`config.mk`:
```
export PLATFORM = sky130hd
export DESIGN_NAME = rf_wb_scheduler
export DESIGN_NICKNAME = d
export VERILOG_FILES = /design/src/rtl/rf_sched_pkg.sv /design/src/rtl/rf_scoreboard.sv /design/src/rtl/rf_wb_scheduler.sv
export SDC_FILE = /design/constraint.sdc
export NUM_CORES = 1
export LEC_CHECK = 0
export CORE_MARGIN = 2
export CORE_UTILIZATION = 38
export CTS_CLUSTER_DIAMETER = 200
export DETAILED_ROUTE_END_ITERATION = 8
export PLACE_DENSITY = 0.9
export SETUP_SLACK_MARGIN = 0.5
export SLEW_MARGIN = 10
export SYNTH_ARGS = -nofsm -noshare
export SYNTH_HDL_FRONTEND = slang
export SYNTH_SLANG_ARGS = --single-unit
```
`constraint.sdc`:
```
create_clock -name clk -period 2.9 [get_ports clk]
set_clock_uncertainty 0.15 [all_clocks]
set_input_delay 0.58 -clock clk [delete_from_list [all_inputs] [get_ports clk]]
set_output_delay 0.58 -clock clk [all_outputs]
set_load 0.02 [all_outputs]
```
`src/rtl/rf_sched_pkg.sv`:
```
// Shared types and default sizes for the register-file writeback scheduler.
//   AW, DW, NREG : default register address width, data width, register count
//   wb_req_t     : one write-port request {we, addr, data}
package rf_sched_pkg;
  localparam int AW   = 5;
  localparam int DW   = 32;
  localparam int NREG = 32;

  typedef struct packed {
    logic          we;
    logic [AW-1:0] addr;
    logic [DW-1:0] data;
  } wb_req_t;
endpackage

```
`src/rtl/rf_scoreboard.sv`:
```
// Busy-bit scoreboard of destinations with results still outstanding.
//   clk, rst            : clock, synchronous active-low reset
//   set_en/set_addr     : reserve a destination (takes effect at the edge)
//   clr_en/clr_addr     : release a destination (takes effect at the edge)
//   rd_addr/rd_busy     : NRD combinational read ports
//   busy_vec            : registered busy bits
module rf_scoreboard #(
  parameter int NREG = 32,
  parameter int AW   = 5,
  parameter int NRD  = 4
) (
  input  logic                    clk,
  input  logic                    rst,
  input  logic                    set_en,
  input  logic [AW-1:0]           set_addr,
  input  logic                    clr_en,
  input  logic [AW-1:0]           clr_addr,
  input  logic [NRD-1:0][AW-1:0]  rd_addr,
  output logic [NRD-1:0]          rd_busy,
  output logic [NREG-1:0]         busy_vec
);
  logic [NREG-1:0] busy_q, busy_n;

  // Set is applied after clear so a same-cycle re-reservation survives.
  // Bit 0 is pinned low, so x0 never reads busy on any port.
  always_comb begin
    busy_n = busy_q;
    if (clr_en) busy_n[clr_addr] = 1'b0;
    if (set_en) busy_n[set_addr] = 1'b1;
    busy_n[0] = 1'b0;
  end

  always_ff @(posedge clk) begin
    if (!rst) busy_q <= '0;
    else      busy_q <= busy_n;
  end

  for (genvar i = 0; i < NRD; i++) begin : g_rd
    assign rd_busy[i] = busy_q[rd_addr[i]];
  end

  assign busy_vec = busy_q;
endmodule

```
`src/rtl/rf_wb_scheduler.sv`:
```
// Register-file write-port scheduler.
//   p_*        : in-order pipeline writeback, fixed priority, no back-pressure
//   s_*        : long-latency producer, valid/ready handshake
//   rsv_*      : decode reservation of an S destination
//   dec_*      : decode operands for the RAW/WAW hazard check
//   stall      : hold fetch/decode (hazard or starvation drain)
//   rf_*       : register file write port (combinational)
//   busy_vec   : scoreboard state
module rf_wb_scheduler
  import rf_sched_pkg::*;
#(
  parameter int NREG       = rf_sched_pkg::NREG,
  parameter int AW         = rf_sched_pkg::AW,
  parameter int DW         = rf_sched_pkg::DW,
  parameter int STARVE_MAX = 8
) (
  input  logic            clk,
  input  logic            rst,
  input  logic            p_we,
  input  logic [AW-1:0]   p_addr,
  input  logic [DW-1:0]   p_data,
  input  logic            s_valid,
  input  logic [AW-1:0]   s_addr,
  input  logic [DW-1:0]   s_data,
  output logic            s_ready,
  input  logic            rsv_valid,
  input  logic [AW-1:0]   rsv_addr,
  output logic            rsv_ready,
  input  logic [AW-1:0]   dec_addr_a,
  input  logic [AW-1:0]   dec_addr_b,
  input  logic [AW-1:0]   dec_addr_d,
  input  logic            dec_we,
  output logic            stall,
  output logic            rf_we,
  output logic [AW-1:0]   rf_addr,
  output logic [DW-1:0]   rf_data,
  output logic [NREG-1:0] busy_vec
);
  localparam int CW = $clog2(STARVE_MAX + 1);

  wb_req_t       wb;
  logic          s_grant, s_blocked, hz, force_q;
  logic [CW-1:0] wait_cnt;
  logic [3:0]    rd_busy;

  // Arbiter: P always wins; x0 targets still consume the port but never write.
  always_comb begin
    wb      = '0;
    s_ready = 1'b0;
    if (p_we) begin
      wb.we   = (p_addr != '0);
      wb.addr = p_addr;
      wb.data = p_data;
    end else if (s_valid) begin
      s_ready = 1'b1;
      wb.we   = (s_addr != '0);
      wb.addr = s_addr;
      wb.data = s_data;
    end
    if (!rst) begin
      wb.we   = 1'b0;
      s_ready = 1'b0;
    end
  end

  assign rf_we   = wb.we;
  assign rf_addr = wb.addr;
  assign rf_data = wb.data;

  assign s_grant   = s_valid && s_ready;
  assign s_blocked = s_valid && !s_ready;

  rf_scoreboard #(.NREG(NREG), .AW(AW), .NRD(4)) u_sb (
    .clk      (clk),
    .rst      (rst),
    .set_en   (rsv_ready),
    .set_addr (rsv_addr),
    .clr_en   (s_grant),
    .clr_addr (s_addr),
    .rd_addr  ({rsv_addr, dec_addr_d, dec_addr_b, dec_addr_a}),
    .rd_busy  (rd_busy),
    .busy_vec (busy_vec)
  );

  // Busy bits only drop at the edge, so a register committing this cycle
  // still stalls decode. x0 reads as not busy inside the scoreboard.
  assign hz    = rd_busy[0] || rd_busy[1] || (dec_we && rd_busy[2]);
  assign stall = rst && (hz || force_q);

  // x0 reservations are accepted without marking anything busy.
  assign rsv_ready = rst && rsv_valid && !rd_busy[3] && !stall;

  // Starvation: after STARVE_MAX blocked cycles hold the front end so P
  // drains and a bubble reaches writeback. Force drops once S is granted
  // (or withdraws).
  always_ff @(posedge clk) begin
    if (!rst) begin
      wait_cnt <= '0;
      force_q  <= 1'b0;
    end else begin
      if (!s_blocked)                      wait_cnt <= '0;
      else if (wait_cnt != CW'(STARVE_MAX)) wait_cnt <= wait_cnt + 1'b1;
      force_q <= s_blocked && (force_q || (wait_cnt >= CW'(STARVE_MAX - 1)));
    end
  end

  always_ff @(posedge clk) begin
    if (rst) assert (!s_ready || (s_valid && !p_we));
  end
endmodule

```
### Yosys cells after proc, flatten, opt, wreduce, memory -nomap -nowiden

Index checks and enable logic that the tools add are counted.

| word-level totals | value |
|---|---|
| flip-flop bits (word level) | 37 |
| bits of input ports | 100 |

| operators by class | value |
|---|---|
| bitwise gates (word level) | 3 |
| order comparisons | 8 |
| add/sub/neg operators | 1 |
| multiplexer cells | 20 |
| equality and inequality tests | 1 |
| reductions and logical operators | 20 |

Operator list:

| cell | count |
|---|---|
| $mux 38 | 2 |
| $mux 32 | 2 |
| $and 32x32->32 | 1 |
| $not 32->32 | 1 |
| $or 32x32->32 | 1 |
| $lt 5x6->1 const B | 5 |
| $bmux 1 s5 | 4 |
| $demux 1 s5 | 2 |
| $ge 5x1->1 const B | 2 |
| $logic_and 1x1->1 | 10 |
| $mux 1 | 10 |
| $reduce_bool 5->1 | 2 |
| $add 4x1->4 const B | 1 |
| $ge 4x3->1 const B | 1 |
| $logic_or 1x1->1 | 4 |
| $ne 4x4->1 const B | 1 |
| $logic_not 1->1 | 3 |
| $reduce_and 2->1 | 1 |

### Longest topological paths before layout

| depth | value |
|---|---|
| word-level depth | 9 |
| mapped depth | 9 |
| mapped depth without buffers | 6 |

### Modules after synthesis

Synthesis repeated with hierarchy kept, for this count alone.

| unflattened totals | value |
|---|---|
| cells, all modules | 386 |
| area, all modules | 3233.1 µm² |

Modules (own cells, without submodules):

| module | times used | area an instance (µm²) | sequential area each (µm²) | cells an instance |
|---|---|---|---|---|
| rf_scoreboard | 1 | 2555.0 | 620.6 | 304 |
| rf_wb_scheduler | 1 | 678.2 | 100.1 | 82 |

### Least setup slack after synthesis

OpenSTA, ideal clock, no wires.

| path | value |
|---|---|
| path kind | input -> output |
| start point | input port dec_addr_b[0] |
| end point | output port rsv_ready |
| path slack | -0.184 ns |
| buffers on the path | 2 |
| stages on the path | 7 |
| required time | 2.170 ns |
| data arrival time | 2.354 ns |
| path through | buf_6 > mux4_1 > mux4_2 > nand2_1 > nand3_2 > buf_6 > a21oi_2 |

| on the way | value |
|---|---|
| word-level cells in the longest chain between the ends | 8 |

RTL lines:

| element | RTL line | source |
|---|---|---|
| start: declaration | rf_wb_scheduler.sv:30 | `input logic [AW-1:0] dec_addr_b,` |
| $bmux 1 s5 | rf_scoreboard.sv:39 | `assign rd_busy[i] = busy_q[rd_addr[i]];` |
| $mux 1 (implied by the code) | rf_scoreboard.sv:39 |  |
| $logic_or 1x1->1 (2 in series) | rf_wb_scheduler.sv:87 | `assign hz = rd_busy[0] \|\| rd_busy[1] \|\| (dec_we && rd_busy[2]);` |
| $logic_or 1x1->1 | rf_wb_scheduler.sv:88 | `assign stall = rst && (hz \|\| force_q);` |
| $logic_and 1x1->1 | rf_wb_scheduler.sv:88 |  |
| $logic_not 1->1 | rf_wb_scheduler.sv:91 | `assign rsv_ready = rst && rsv_valid && !rd_busy[3] && !stall;` |
| $logic_and 1x1->1 | rf_wb_scheduler.sv:91 |  |
| end: declaration | rf_wb_scheduler.sv:28 | `output logic rsv_ready,` |

Every way passes these cells. The select of a mux whose other input is x is not followed.

### Final worst setup path

| path | value |
|---|---|
| start point | input port dec_addr_b[0] |
| end point | output port stall |

| on the way | value |
|---|---|
| word-level cells in the longest chain between the ends | 6 |

RTL lines:

| element | RTL line | source |
|---|---|---|
| $bmux 1 s5 | rf_scoreboard.sv:39 |  |
| $mux 1 (implied by the code) | rf_scoreboard.sv:39 |  |
| $logic_or 1x1->1 (2 in series) | rf_wb_scheduler.sv:87 |  |
| $logic_or 1x1->1 | rf_wb_scheduler.sv:88 |  |
| $logic_and 1x1->1 | rf_wb_scheduler.sv:88 |  |
| end: declaration | rf_wb_scheduler.sv:33 | `output logic stall,` |

Every way passes these cells. The select of a mux whose other input is x is not followed.

==> out/metrics.yaml <==
drt_pass1_iterations: 5
ys_seq_area_frac: 0.205
grt_max_degree: 29
final_cells: 757
setup_ws_ns: -0.255
fp-row-count: 35
dp.cells: 730
synth_flop_cell: "dfxtp_1"
pre_cts_slack_ns: -1.15
wl_mm: 18.3
wl_per_cell_um: 24.1
numCtsBuffers: 5
cts_buffer_depth: 2
overflow: 0
via_per_inst: 6.47
cp.arrival_ns: 2.42
hpwl_mm: 11.8
slowest_delay_ns: 0.50
grt_pass1_vias: 4770
die_area_um2: 10000
reg2reg_depth: 9
clkTransAtPathRegs_ns: 0.07
whs_path_depth: 2
fmaxAchievable_ghz: 0.317
critPathLaunchType: "input pin"
hold_viol_final: 0
ant_nets: 0
clock-root-buffer: "clkbuf_8"
synth_area_um2: 3510
period_share: 1.09
leakage_nw: 2.60
die_h_um: 100
peakVddDrop_mv: 0.183
synth_edf_count: 0
ys_ff_latch: 36
ys_async_sr_fraction: 0
num-fill-cells: 629
nNetsFinal: 747
violations: "negative setup slack"
synthCells: 383
crit_fanout: 4
drc_errors: 0
n_antenna_cell: 0
grtUsageTotal: 0.339
drt_iter0_drc: 483
rsz0062_at_grt: "yes"
status: "complete, but fails checks"
top_level_ports: 173
synth_warnings: 0
fin_area_um2: 6620
placement.io_buffers: 171
clk_latency_ns: 0.30
grt_first_pass_wirelength_mm: 26.2
cp-end-kind: "output pin"
clkSinkCount: 36
crit_slowest_cell: "mux4_2"
setup_viol: 2
crit_path_frequent_cell: "buf_6"
layout-drive-gt1-share: 0.474
cp.required_ns: 2.17
cts_tree: "done"
setup_tns_ns: -0.447
core_um2: 9110
synth.avg_cell_area_um2: 9.16
place_area_um2: 6070
timing.hold.ws_ns: 0.380
place_congestion: 1.01
path_cells: "buf_8 -> buf_6 -> buf_12 -> mux4_2 -> mux2i_2 -> nor3b_2 -> nor3_2 -> nand3_4 -> a21bo_4 -> buf_6"
hold_path.class: "reg -> reg"
die_width_um: 100
period_minus_slack_ns: 3.15
initial_core_util: 0.385
power_density_nw_per_um2: 246
synth_cell_types: 56
drv_cap: 0
htreeDepth: 2
drv_slew: 0
syn_nets: 485
vias: 4897
crit_type: "in -> out"
syn_to_final_growth_pct: 88.5
grt_antenna_before_repair: 0
-- registers in the layout, indices dropped and copies added (netlist names) --
register and count:
force_q 1, wait_cnt 4, u_sb.busy_vec 31
-- final timing paths --
check / start / end / slack (ns)
worst min-delay path: wait_cnt[2] / wait_cnt[2] / 0.38
worst max register to register: u_sb.busy_vec[29] / u_sb.busy_vec[22] / 0.36
worst min register to register: wait_cnt[2] / wait_cnt[2] / 0.38
worst max-delay path: dec_addr_b[0] / stall / -0.25
-- power breakdown --
group / switching [W] / total (W) / internal (W)
clock network: 0.000192 / 0.000446 / 0.000254
logic: 0.000338 / 0.000679 / 0.000341
registers: 0.00000456 / 0.000502 / 0.000497
total: 0.000535 / 0.00163 / 0.00109
-- timing repair --
action                     in CTS  in global routing
hold buffers                    0                  0
cloned                          5                  0
resized for setup             252                 66
pin swaps                      25                 15
setup buffers                  13                  1
setup endpoints to repair      72                 57
-- per-layer routing --
metal  wire length, µm  GRT usage  share of wire  up-vias
li1                  -          -              -     2040
met1              6810      0.437           0.37     2332
met2              8420      0.542           0.46      398
met3              1890     0.0745           0.10      127
met4              1160      0.160          0.063        0
met5                 0          0              0        -
-- Yosys cell counts, types with 2 or more instances --
| cell type | count | share of area |
|---|---|---|
| a21oi_1 | 3 | 0.0043 |
| a221oi_1 | 3 | 0.0075 |
| a22o_1 | 37 | 0.092 |
| a22oi_1 | 3 | 0.0064 |
| buf_1 | 2 | 0.0021 |
| buf_2 | 5 | 0.0071 |
| buf_4 | 2 | 0.0043 |
| buf_6 | 11 | 0.035 |
| clkbuf_1 | 16 | 0.017 |
| dfxtp_1 | 36 | 0.21 |
| ha_1 | 2 | 0.0071 |
| inv_1 | 6 | 0.0064 |
| mux2_1 | 4 | 0.013 |
| mux2_2 | 2 | 0.0064 |
| mux2i_1 | 10 | 0.029 |
| mux4_1 | 5 | 0.037 |
| mux4_2 | 19 | 0.12 |
| nand2_1 | 9 | 0.0096 |
| nand2b_1 | 7 | 0.012 |
| nand3_1 | 39 | 0.056 |
| nand3b_1 | 12 | 0.026 |
| nor2_1 | 43 | 0.046 |
| nor2b_1 | 8 | 0.014 |
| nor4_1 | 2 | 0.0036 |
| o2111a_1 | 3 | 0.0096 |
| o211ai_1 | 31 | 0.066 |
| o21ai_1 | 2 | 0.0029 |
| o21ai_2 | 29 | 0.072 |
| or3_1 | 3 | 0.0053 |
| or3b_2 | 3 | 0.0075 |
-- critical path, delay by kind of cell --
kind / cells / cell delay (ns)
AOI/OAI and AO/OA: 1 / 0.25
buffers and inverters: 4 / 0.44
muxes: 2 / 0.74
and+or+nand+nor: 3 / 0.41
-- area by class of cell --
type	count	area (µm²)	area share
clock buffers	5	68.8	0.0104
clock inverters	3	42.5	0.00643
inverters	6	22.5	0.00340
multi-input cells	305	2990	0.452
flip-flops and latches	36	721	0.109
well taps	111	139	0.0210
repair buffers	291	2630	0.398
-- stage by stage --
step | util | total power (W)
5_1_grt | 0.726 | 0.00167
2_1_floorplan | - | 0.000803
6_report | 0.726 | 0.00163
4_1_cts | 0.717 | 0.00159
3_3_place_gp | 0.667 | 0.00111
3_5_place_dp | 0.667 | 0.00112
-- cell families after synthesis --
logic type	after synthesis	share of synthesized area
xor gates and xnor gates	2	0.00499
adders and majority gates	2	0.00713
and+or+nand+nor	136	0.208
DFF	36	0.205
buffers and inverters	42	0.0724
AOI/OAI and AO/OA	124	0.294
muxes	40	0.207
other	1	0.00107
-- cell usage in the layout, fill, tap and decap left out, types with 9 or more instances in the layout --
cell	Yosys	final
o21ai_2	29	29
nand3_1	39	10
o211ai_1	31	31
a22o_1	37	36
buf_4	2	99
buf_6	11	19
dfxtp_1	36	36
nand3b_1	12	12
buf_2	5	31
mux4_2	19	24
nand3_2	1	20
nor2_1	43	41
clkdlybuf4s50_1	0	107
mux2i_1	10	9
nand3_4	0	10
(Power assumes the default switching activity.)
